`src/rtl/spi_frame_fsm_if.sv`:
```
// spi_frame_fsm_if: conditioned SPI pins from the input conditioner plus the
// register/memory side handshake. The master side is the environment (pin
// conditioner and memory); the slave side is the frame decoder.
interface spi_frame_fsm_if #(
   parameter int ADDRWIDTH = 7,
   parameter int DATAWIDTH = 8
);
   logic                 cs_cond;
   logic                 sclk_posedge;
   logic                 sclk_negedge;
   logic                 mosi_cond;
   logic [DATAWIDTH-1:0] rd_data;
   logic [ADDRWIDTH-1:0] addr;
   logic [DATAWIDTH-1:0] wr_data;
   logic                 wr_en;
   logic                 rd_req;
   logic                 miso;
   logic                 miso_oe;
   logic                 busy;

   modport master (
      output cs_cond, sclk_posedge, sclk_negedge, mosi_cond, rd_data,
      input  addr, wr_data, wr_en, rd_req, miso, miso_oe, busy
   );

   modport slave (
      input  cs_cond, sclk_posedge, sclk_negedge, mosi_cond, rd_data,
      output addr, wr_data, wr_en, rd_req, miso, miso_oe, busy
   );
endinterface

```
`src/rtl/spi_frame_fsm.sv`:
```
// spi_frame_fsm: decodes conditioned SPI frames into an address, a read/write
// bit and a data byte. Writes produce a one-cycle strobe; reads fetch a byte
// from the memory stage and shift it back out on MISO, MSB first.
module spi_frame_fsm #(
   parameter int ADDRWIDTH = 7,
   parameter int DATAWIDTH = 8
) (
   input  logic           clk,
   input  logic           rst_n,
   spi_frame_fsm_if.slave bus
);
   // Bits collected before the last bit of a field; the last bit is taken
   // directly from mosi_cond in the cycle the field is latched.
   localparam int         INW       = (ADDRWIDTH > DATAWIDTH - 1) ? ADDRWIDTH : DATAWIDTH - 1;
   localparam logic [3:0] ADDR_LAST = 4'(ADDRWIDTH);
   localparam logic [3:0] DATA_LAST = 4'(DATAWIDTH - 1);

   typedef enum logic [2:0] {
      IDLE  = 3'd0,
      ADDR  = 3'd1,
      WDATA = 3'd2,
      RREQ  = 3'd3,
      RLOAD = 3'd4,
      RDATA = 3'd5,
      DONE  = 3'd6
   } state_t;

   state_t               state_r;
   logic [3:0]           cnt_r;
   logic [INW-1:0]       in_r;
   logic [DATAWIDTH-1:0] out_r;
   logic [ADDRWIDTH-1:0] addr_r;
   logic [DATAWIDTH-1:0] wr_data_r;
   logic                 wr_en_r;
   logic                 rd_req_r;
   logic                 miso_r;
   logic                 miso_oe_r;
   logic                 busy_r;

   logic [INW:0]         in_next_s;
   logic [DATAWIDTH-1:0] out_next_s;

   assign in_next_s  = {in_r, bus.mosi_cond};
   assign out_next_s = out_r << 1'b1;

   assign bus.addr    = addr_r;
   assign bus.wr_data = wr_data_r;
   assign bus.wr_en   = wr_en_r;
   assign bus.rd_req  = rd_req_r;
   assign bus.miso    = miso_r;
   assign bus.miso_oe = miso_oe_r;
   assign bus.busy    = busy_r;

   // Frame sequencer: state, bit counter, shift registers and registered outputs
   always_ff @(posedge clk or negedge rst_n) begin
      if (!rst_n) begin
         state_r   <= IDLE;
         cnt_r     <= 4'd0;
         in_r      <= {INW{1'b0}};
         out_r     <= {DATAWIDTH{1'b0}};
         addr_r    <= {ADDRWIDTH{1'b0}};
         wr_data_r <= {DATAWIDTH{1'b0}};
         wr_en_r   <= 1'b0;
         rd_req_r  <= 1'b0;
         miso_r    <= 1'b0;
         miso_oe_r <= 1'b0;
         busy_r    <= 1'b0;
      end else begin
         // Strobes are single-cycle unless re-armed below
         wr_en_r  <= 1'b0;
         rd_req_r <= 1'b0;
         if ((state_r != IDLE) && bus.cs_cond) begin
            // Chip select released mid-frame (or at the end of DONE): drop
            // everything in flight but keep the last latched addr/wr_data.
            state_r   <= IDLE;
            cnt_r     <= 4'd0;
            in_r      <= {INW{1'b0}};
            out_r     <= {DATAWIDTH{1'b0}};
            miso_r    <= 1'b0;
            miso_oe_r <= 1'b0;
            busy_r    <= 1'b0;
         end else begin
            case (state_r)
               IDLE: begin
                  if (!bus.cs_cond) begin
                     state_r <= ADDR;
                     cnt_r   <= 4'd0;
                     in_r    <= {INW{1'b0}};
                     busy_r  <= 1'b1;
                  end
               end
               ADDR: begin
                  if (bus.sclk_posedge) begin
                     if (cnt_r == ADDR_LAST) begin
                        // Last header bit is rw; the bits before it are the address
                        addr_r <= in_next_s[ADDRWIDTH:1];
                        cnt_r  <= 4'd0;
                        in_r   <= {INW{1'b0}};
                        if (bus.mosi_cond) begin
                           state_r  <= RREQ;
                           rd_req_r <= 1'b1;
                        end else begin
                           state_r <= WDATA;
                        end
                     end else begin
                        in_r  <= in_next_s[INW-1:0];
                        cnt_r <= cnt_r + 4'd1;
                     end
                  end
               end
               WDATA: begin
                  if (bus.sclk_posedge) begin
                     if (cnt_r == DATA_LAST) begin
                        wr_data_r <= in_next_s[DATAWIDTH-1:0];
                        wr_en_r   <= 1'b1;
                        state_r   <= DONE;
                        cnt_r     <= 4'd0;
                        in_r      <= {INW{1'b0}};
                     end else begin
                        in_r  <= in_next_s[INW-1:0];
                        cnt_r <= cnt_r + 4'd1;
                     end
                  end
               end
               RREQ: begin
                  // rd_req is high for exactly this state; memory answers next cycle
                  state_r <= RLOAD;
                  cnt_r   <= 4'd0;
               end
               RLOAD: begin
                  out_r     <= bus.rd_data;
                  miso_r    <= bus.rd_data[DATAWIDTH-1];
                  miso_oe_r <= 1'b1;
                  state_r   <= RDATA;
                  cnt_r     <= 4'd0;
               end
               RDATA: begin
                  if (bus.sclk_negedge) begin
                     if (cnt_r == DATA_LAST) begin
                        miso_r    <= 1'b0;
                        miso_oe_r <= 1'b0;
                        out_r     <= {DATAWIDTH{1'b0}};
                        state_r   <= DONE;
                        cnt_r     <= 4'd0;
                     end else begin
                        out_r  <= out_next_s;
                        miso_r <= out_next_s[DATAWIDTH-1];
                        cnt_r  <= cnt_r + 4'd1;
                     end
                  end
               end
               DONE: begin
                  // Waits for chip select release, handled above
                  cnt_r <= cnt_r;
               end
               default: begin
                  state_r   <= IDLE;
                  cnt_r     <= 4'd0;
                  in_r      <= {INW{1'b0}};
                  out_r     <= {DATAWIDTH{1'b0}};
                  miso_r    <= 1'b0;
                  miso_oe_r <= 1'b0;
                  busy_r    <= 1'b0;
               end
            endcase
         end
      end
   end
endmodule

```
`src/flat_wrapper.sv`:
```
// flat-port wrapper written by rule: the top's interface ports become plain ports
module spi_frame_fsm_flat 
#(
   parameter int ADDRWIDTH = 7,
   parameter int DATAWIDTH = 8
)
  (clk, rst_n, bus_cs_cond, bus_sclk_posedge, bus_sclk_negedge, bus_mosi_cond, bus_rd_data, bus_addr, bus_wr_data, bus_wr_en, bus_rd_req, bus_miso, bus_miso_oe, bus_busy);
  spi_frame_fsm_if #(.ADDRWIDTH(ADDRWIDTH), .DATAWIDTH(DATAWIDTH)) bus_i ();
  input  logic clk;
  input  logic rst_n;
  input wire logic [$bits(bus_i.cs_cond)-1:0] bus_cs_cond;
  input wire logic [$bits(bus_i.sclk_posedge)-1:0] bus_sclk_posedge;
  input wire logic [$bits(bus_i.sclk_negedge)-1:0] bus_sclk_negedge;
  input wire logic [$bits(bus_i.mosi_cond)-1:0] bus_mosi_cond;
  input wire logic [$bits(bus_i.rd_data)-1:0] bus_rd_data;
  output wire logic [$bits(bus_i.addr)-1:0] bus_addr;
  output wire logic [$bits(bus_i.wr_data)-1:0] bus_wr_data;
  output wire logic [$bits(bus_i.wr_en)-1:0] bus_wr_en;
  output wire logic [$bits(bus_i.rd_req)-1:0] bus_rd_req;
  output wire logic [$bits(bus_i.miso)-1:0] bus_miso;
  output wire logic [$bits(bus_i.miso_oe)-1:0] bus_miso_oe;
  output wire logic [$bits(bus_i.busy)-1:0] bus_busy;
  assign bus_i.cs_cond = bus_cs_cond;
  assign bus_i.sclk_posedge = bus_sclk_posedge;
  assign bus_i.sclk_negedge = bus_sclk_negedge;
  assign bus_i.mosi_cond = bus_mosi_cond;
  assign bus_i.rd_data = bus_rd_data;
  assign bus_addr = bus_i.addr;
  assign bus_wr_data = bus_i.wr_data;
  assign bus_wr_en = bus_i.wr_en;
  assign bus_rd_req = bus_i.rd_req;
  assign bus_miso = bus_i.miso;
  assign bus_miso_oe = bus_i.miso_oe;
  assign bus_busy = bus_i.busy;
  spi_frame_fsm #(.ADDRWIDTH(ADDRWIDTH), .DATAWIDTH(DATAWIDTH)) u_core (.clk(clk), .rst_n(rst_n), .bus(bus_i));
endmodule
```
`config.mk`:
```
export PLATFORM = sky130hd
export DESIGN_NAME = spi_frame_fsm_flat
export DESIGN_NICKNAME = d
export VERILOG_FILES = /design/src/rtl/spi_frame_fsm_if.sv /design/src/rtl/spi_frame_fsm.sv /design/src/flat_wrapper.sv
export SDC_FILE = /design/constraint.sdc
export NUM_CORES = 1
export LEC_CHECK = 0
export BUFFER_PORTS_ARGS = -buffer_cell sky130_fd_sc_hd__buf_2
export CAP_MARGIN = 20
export CORE_ASPECT_RATIO = 0.7
export CORE_MARGIN = 2
export CORE_UTILIZATION = 60
export DETAILED_ROUTE_END_ITERATION = 6
export GPL_TIMING_DRIVEN = 0
export PLACE_DENSITY = 0.84
export SKIP_CTS_REPAIR_TIMING = 1
export SYNTH_ARGS = -nofsm -noshare
export SYNTH_HDL_FRONTEND = slang
export SYNTH_SLANG_ARGS = --single-unit
```
`constraint.sdc`:
```
create_clock -name clk -period 3.5 [get_ports clk]
set_clock_uncertainty 0.1 [all_clocks]
set_input_delay 0.175 -clock clk [delete_from_list [all_inputs] [get_ports clk]]
set_output_delay 0.175 -clock clk [all_outputs]
set_load 0.005 [all_outputs]
```
==> Yosys cells after proc, flatten, opt, wreduce, memory -nomap -nowiden <==
Cells that the tools add are included.
{ "classes": {"add_sub_neg": 1, "n_eq_ne": 18, "n_mux": 44, "n_bitwise": 1, "n_reduce_logical": 15} }
{ "ops": {"columns": ["op", "n"], "rows": [
  ["7-bit two-way mux", 7],
  ["7-bit one-hot mux with 3 select lines", 2],
  ["3-bit two-way mux", 7],
  ["3-bit one-hot mux with 7 select lines", 1],
  ["4-bit two-way mux", 5],
  ["1-bit two-way mux", 18],
  ["4-bit one-hot mux with 4 select lines", 1],
  ["3-bit by 2-bit != test with 1-bit output (second input constant)", 4],
  ["4-bit AND reduction", 3],
  ["3-bit == test (second input constant)", 3],
  ["3-bit by 1-bit != test with 1-bit output (second input constant)", 3],
  ["2-bit by 1-bit != test with 1-bit output (second input constant)", 4],
  ["3-bit by 2-bit == test with 1-bit output (second input constant)", 2],
  ["1-bit one-hot mux with 3 select lines", 2],
  ["3-bit AND reduction", 2],
  ["6-bit AND reduction", 1],
  ["6-bit OR reduction", 1],
  ["5-bit OR reduction", 1],
  ["4-bit by 1-bit adder with 4-bit output (second input constant)", 1],
  ["4-bit by 3-bit == test with 1-bit output (second input constant)", 1],
  ["2-bit AND reduction", 2],
  ["4-bit OR reduction", 1],
  ["3-bit by 1-bit == test with 1-bit output (second input constant)", 1],
  ["3-bit logical NOT", 1],
  ["other kinds (5)", 5]
]} }
{ "totals": {"register_bits": 41, "inputBits": 14, "out_inout_bits": 20, "wordCells": 90} }

==> Depth between registers and ports, before layout <==
{ "depth": {"word_depth": 5, "ltp_mapped": 7, "mapped_depth_nobuf": 5} }

==> Worst setup path before layout <==
No wires, ideal clock.
{ "synth_path": {"kind": "flip-flop to flip-flop", "from": "register u_core.cnt_r[0]", "to": "register u_core.miso_r, in the netlist u_core.bus.miso", "setup_ps": 78, "arrival_ps": 1563, "required_ps": 3322, "path_slack_ps": 1759, "stages_incl_launch_ff": 7, "n_path_buf": 1, "synth_period_minus_slack_ps": 1741, "cell_sequence": "dfrtp_1 > ha_1 > and3b_1 > buf_6 > nor4b_4 > a22oi_1 > o2bb2ai_1"} }
{ "synth_via": {"elab_chain_len": 5} }
{ "synth_lines": {"columns": ["item", "line", "source"], "rows": [
  ["start, declared", "spi_frame_fsm.sv:29", "logic [3:0] cnt_r;"],
  ["start signal, assigned", "spi_frame_fsm.sv:107", "cnt_r <= cnt_r + 4'd1;"],
  ["start signal, assigned", "spi_frame_fsm.sv:121", "cnt_r <= cnt_r + 4'd1;"],
  ["start signal, assigned", "spi_frame_fsm.sv:148", "cnt_r <= cnt_r + 4'd1;"],
  ["4-bit by 3-bit == test with 1-bit output", "spi_frame_fsm.sv:139", "if (cnt_r == DATA_LAST) begin"],
  ["1-bit two-way mux", "spi_frame_fsm.sv:139", null],
  ["1-bit two-way mux", "spi_frame_fsm.sv:138", "if (bus.sclk_negedge) begin"],
  ["1-bit one-hot mux with 3 select lines", "spi_frame_fsm.sv:83", "case (state_r)"],
  ["1-bit two-way mux", "spi_frame_fsm.sv:72", "if ((state_r != IDLE) && bus.cs_cond) begin"],
  ["end signal, assigned", "spi_frame_fsm.sv:132", "miso_r <= bus.rd_data[DATAWIDTH-1];"],
  ["end signal, assigned", "spi_frame_fsm.sv:147", "miso_r <= out_next_s[DATAWIDTH-1];"],
  ["end, declared", "spi_frame_fsm.sv:36", "logic miso_r;"]
]} }
No other way between the ends. The select of a mux whose other input is x is not followed.
A chain may end at the register's enable or synchronous reset.

==> Worst setup path after layout <==
{ "layout_path": {"from": "register u_core.cnt_r[0]", "to": "register u_core.addr_r[0], in the netlist u_core.bus.addr[0]"} }
{ "layout_via": {"elab_chain_len": 2} }
{ "layout_lines": {"columns": ["item", "line", "source"], "rows": [
  ["4-bit by 3-bit == test with 1-bit output", "spi_frame_fsm.sv:94", "if (cnt_r == ADDR_LAST) begin"],
  ["4-bit AND reduction (no source line)", null, null],
  ["end signal, assigned", "spi_frame_fsm.sv:61", "addr_r <= {ADDRWIDTH{1'b0}};"],
  ["end signal, assigned", "spi_frame_fsm.sv:96", "addr_r <= in_next_s[ADDRWIDTH:1];"],
  ["end, declared", "spi_frame_fsm.sv:32", "logic [ADDRWIDTH-1:0] addr_r;"]
]} }
No other way between the ends.

==> impl_results.md <==
* Post-synth EDFFs at 0
* Slowest-stage cell, CP: dfrtp_1
* Critical Path Source Type: flip-flop
* DP Cell Count at 270
* Fillers at 240
* Congestion Overflow GR at 0
* Pwr dens at 497 nW/µm²
* Worst setup margin at approximately 1500 ps
* Yosys reg bits at between 40 and 50
* Layout Area Growth over Synthesis at 16.0%
* Largest net degree at the start of global routing at 42
* Row count at 17
* Die area at around 3900 µm²
* Root buf cell: clkbuf_8
* Yosys warning total at 0
* Vias in the first global route at around 1500
* Maxcap violations at 0
* Tightest Pin Transition at between 800 and 900 ps
* Post-Syn Area at 2040 µm²
* Most frequent cells in the layout: dfrtp_1 (41), buf_2 (37), nand2_1 (31), o21ai_0 (19), inv_1 (14)
* Most common cell after layout, fill and taps aside: dfrtp_1
* Clock sink count at between 40 and 50
* Crit path capture type: flip-flop
* Mux cell area share after synthesis at under 10%
* Core outline area at between 3000 and 4000 µm²
* Post-DP HPWL at approximately 3.1 mm
* XOR/XNOR Fraction of Synth Area at 0%
* Via/cell ratio at about 6
* Via Count at 1654
* Leak Pwr at between 0.001 and 0.0015 µW
* Residual DRC at 0
* Main synth FF type: dfrtp_1
* Data arrival, critical path at between 2000 and 2500 ps
* Routed len/inst at ~15 µm
* Family with the most delay on the worst path: buffers and inverters
* Clock period minus worst slack at 2020 ps
* Combinational family with the most area after synthesis: compound AO/OA/AOI/OAI gates
* PortBufs at 33
* Run status: finished, final reports clean
* Sequential fraction of the synthesis area at around 50%
* Antenna violations before repair at 0
* Worst skew pair latency at slightly below 300 ps
* Crit Path Category: reg -> reg
* Buffers and inverters on the worst path at 2
* Library cells used by synthesis at 44
* Fmax at 494 MHz
* CTS clk-pin slew, worst paths at 80 ps
* Total global-route track usage at between 20% and 30%
* Post-DRT Antenna Nets at 0
* Cells after synthesis at slightly below 200
* Clk buf depth at 2
* Cell Area, Placed at roughly 2300 µm²
* Synth Area in Simple Gates at between 15 and 20%
* Synth Area in Compound Gates at a little over a fifth
* Crit-path cells: ha_1 > and3b_1 > buf_6 > nand4_1 > clkbuf_1 > o21ai_0
* Fraction of layout cells with a size suffix above 1 at between 20 and 25%
* Non-Filler Instances at 278
* Post-synth ARST share at 100%
* Syn nets at about 210
* CP max FO at 10
* Num CTS Buffers at 5
* First-pass GRT wire length at about 7.3 mm
* Worst EP required at ~3600 ps
* RSZ-0062 raised after global routing: no
* Final setup viols at 0
* Iter 0 DRT Violations at between 100 and 150
* Hold Fails Final Rpt at 0
* Slew margin rel. at approximately 42%
* Worst path max stage delay at 430 ps
* Overall die width at 73.7 µm
* Nets at roughly 260
* First drt pass iteration count at 4
* Syn_area_per_cell at a little over 10 µm²
* Routability cong. at about 0.9
* Final instance area at 2370 µm²
* IO Count at 34
* Initial Utilization at between 60 and 70%
* Hold WC Path Type: in -> reg
* Adder-cell share of the synthesized area at between 1 and 1.5%
* Fin crit share at 57.8%
* Post-route setup TNS at 0 ps
* CTS tree: done
* Pre-CTS WS at approximately 1500 ps
* Worst vdd ir at slightly above 0.0004 V
* H-Tree Level Count at 2
* Die Y-Extent at roughly 53 µm
* Ant diodes at 0
* Slew Viols, Final at 0
* WL final at roughly 4.3 mm
[final timing paths]
| kind | start | depth (start not counted) | slack (ps) | to |
|---|---|---|---|---|
| max | u_core.cnt_r[0] | 6 | 1480 | u_core.bus.addr[0] |
| min | bus_rd_data[0] | 2 | 30 | u_core.out_r[0] |
| max reg2reg | u_core.cnt_r[0] | 6 | 1480 | u_core.bus.addr[0] |
| min reg2reg | u_core.bus.addr[3] | 2 | 380 | u_core.bus.addr[3] |
| max in group asynchronous | rst_n | 2 | 2310 | u_core.out_r[2] |
| min in group asynchronous | rst_n | 2 | 450 | u_core.cnt_r[1] |
[sequential cells by signal, summed over array words and instances (netlist names)]
signal / cells
u_core.bus.busy: 1
u_core.out_r: 7
u_core.in_r: 7
u_core.bus.wr_data: 8
u_core.state_r: 3
u_core.bus.rd_req: 1
u_core.bus.wr_en: 1
u_core.cnt_r: 4
u_core.bus.addr: 7
u_core.bus.miso_oe: 1
u_core.bus.miso: 1
[stage by stage]
step | util (%) | hold WS, ps | total power (µW)
CTS | 73.9 | -64.0 | 1180
finish | 74.2 | 32.4 | 1180
global placement | 70.6 | 250 | 807
global route | 74.2 | 41.0 | 1240
floorplan | - | -221 | 747
detailed placement | 70.6 | 251 | 818
[cell type report]
type | instances | area (µm²) | share of cell area, %
buffer | 10 | 66.3 | 2.80
clock buffer | 5 | 68.8 | 2.91
clock inverter | 2 | 35.0 | 1.48
inverter | 14 | 52.6 | 2.22
multi-input combinational | 134 | 896 | 37.8
sequential | 41 | 1030 | 43.3
tap | 38 | 47.5 | 2.01
timing repair buffer | 34 | 175 | 7.40
[synth_stat cells (2+ instances only)]
library cell	count	area [µm²]
a32o_1	2	20.0
nand2b_1	4	25.0
nor3_2	2	20.0
a21oi_1	8	40.0
a21o_1	3	22.5
buf_2	4	20.0
o21ai_0	19	95.1
a22oi_1	8	60.1
nand2_1	31	116
nand3_1	5	25.0
o211ai_1	2	15.0
nand4_1	2	12.5
buf_4	2	15.0
buf_6	2	22.5
o2bb2ai_1	7	61.3
mux2i_1	8	80.1
dfrtp_1	41	1030
nor3_1	3	15.0
inv_1	14	52.6
nor2_1	4	15.0
nor2b_1	5	31.3
[cells by family after synthesis]
logic type,after synthesis
fa+ha+maj,2
buf+inv,24
compound gates,59
flops,41
simple gates,64
mux,9
[routing by layer]
layer | vias to the layer above | share of wire (%) | global-route usage (%) | routed length (µm)
met3 | 5 | 5.1 | 4.62 | 218
met5 | - | 0 | 0 | 0
met2 | 51 | 44 | 38.2 | 1890
li1 | 796 | - | - | -
met1 | 802 | 50 | 36.2 | 2150
met4 | 0 | 0.93 | 8.48 | 40
[power by group]
| part | total (µW) | switching, µW | internal (µW) |
|---|---|---|---|
| registers | 518 | 20.1 | 498 |
| logic | 298 | 170 | 128 |
| clock network | 361 | 154 | 207 |
| total | 1180 | 344 | 833 |
Note: power is estimated with default switching activity, not from simulation.
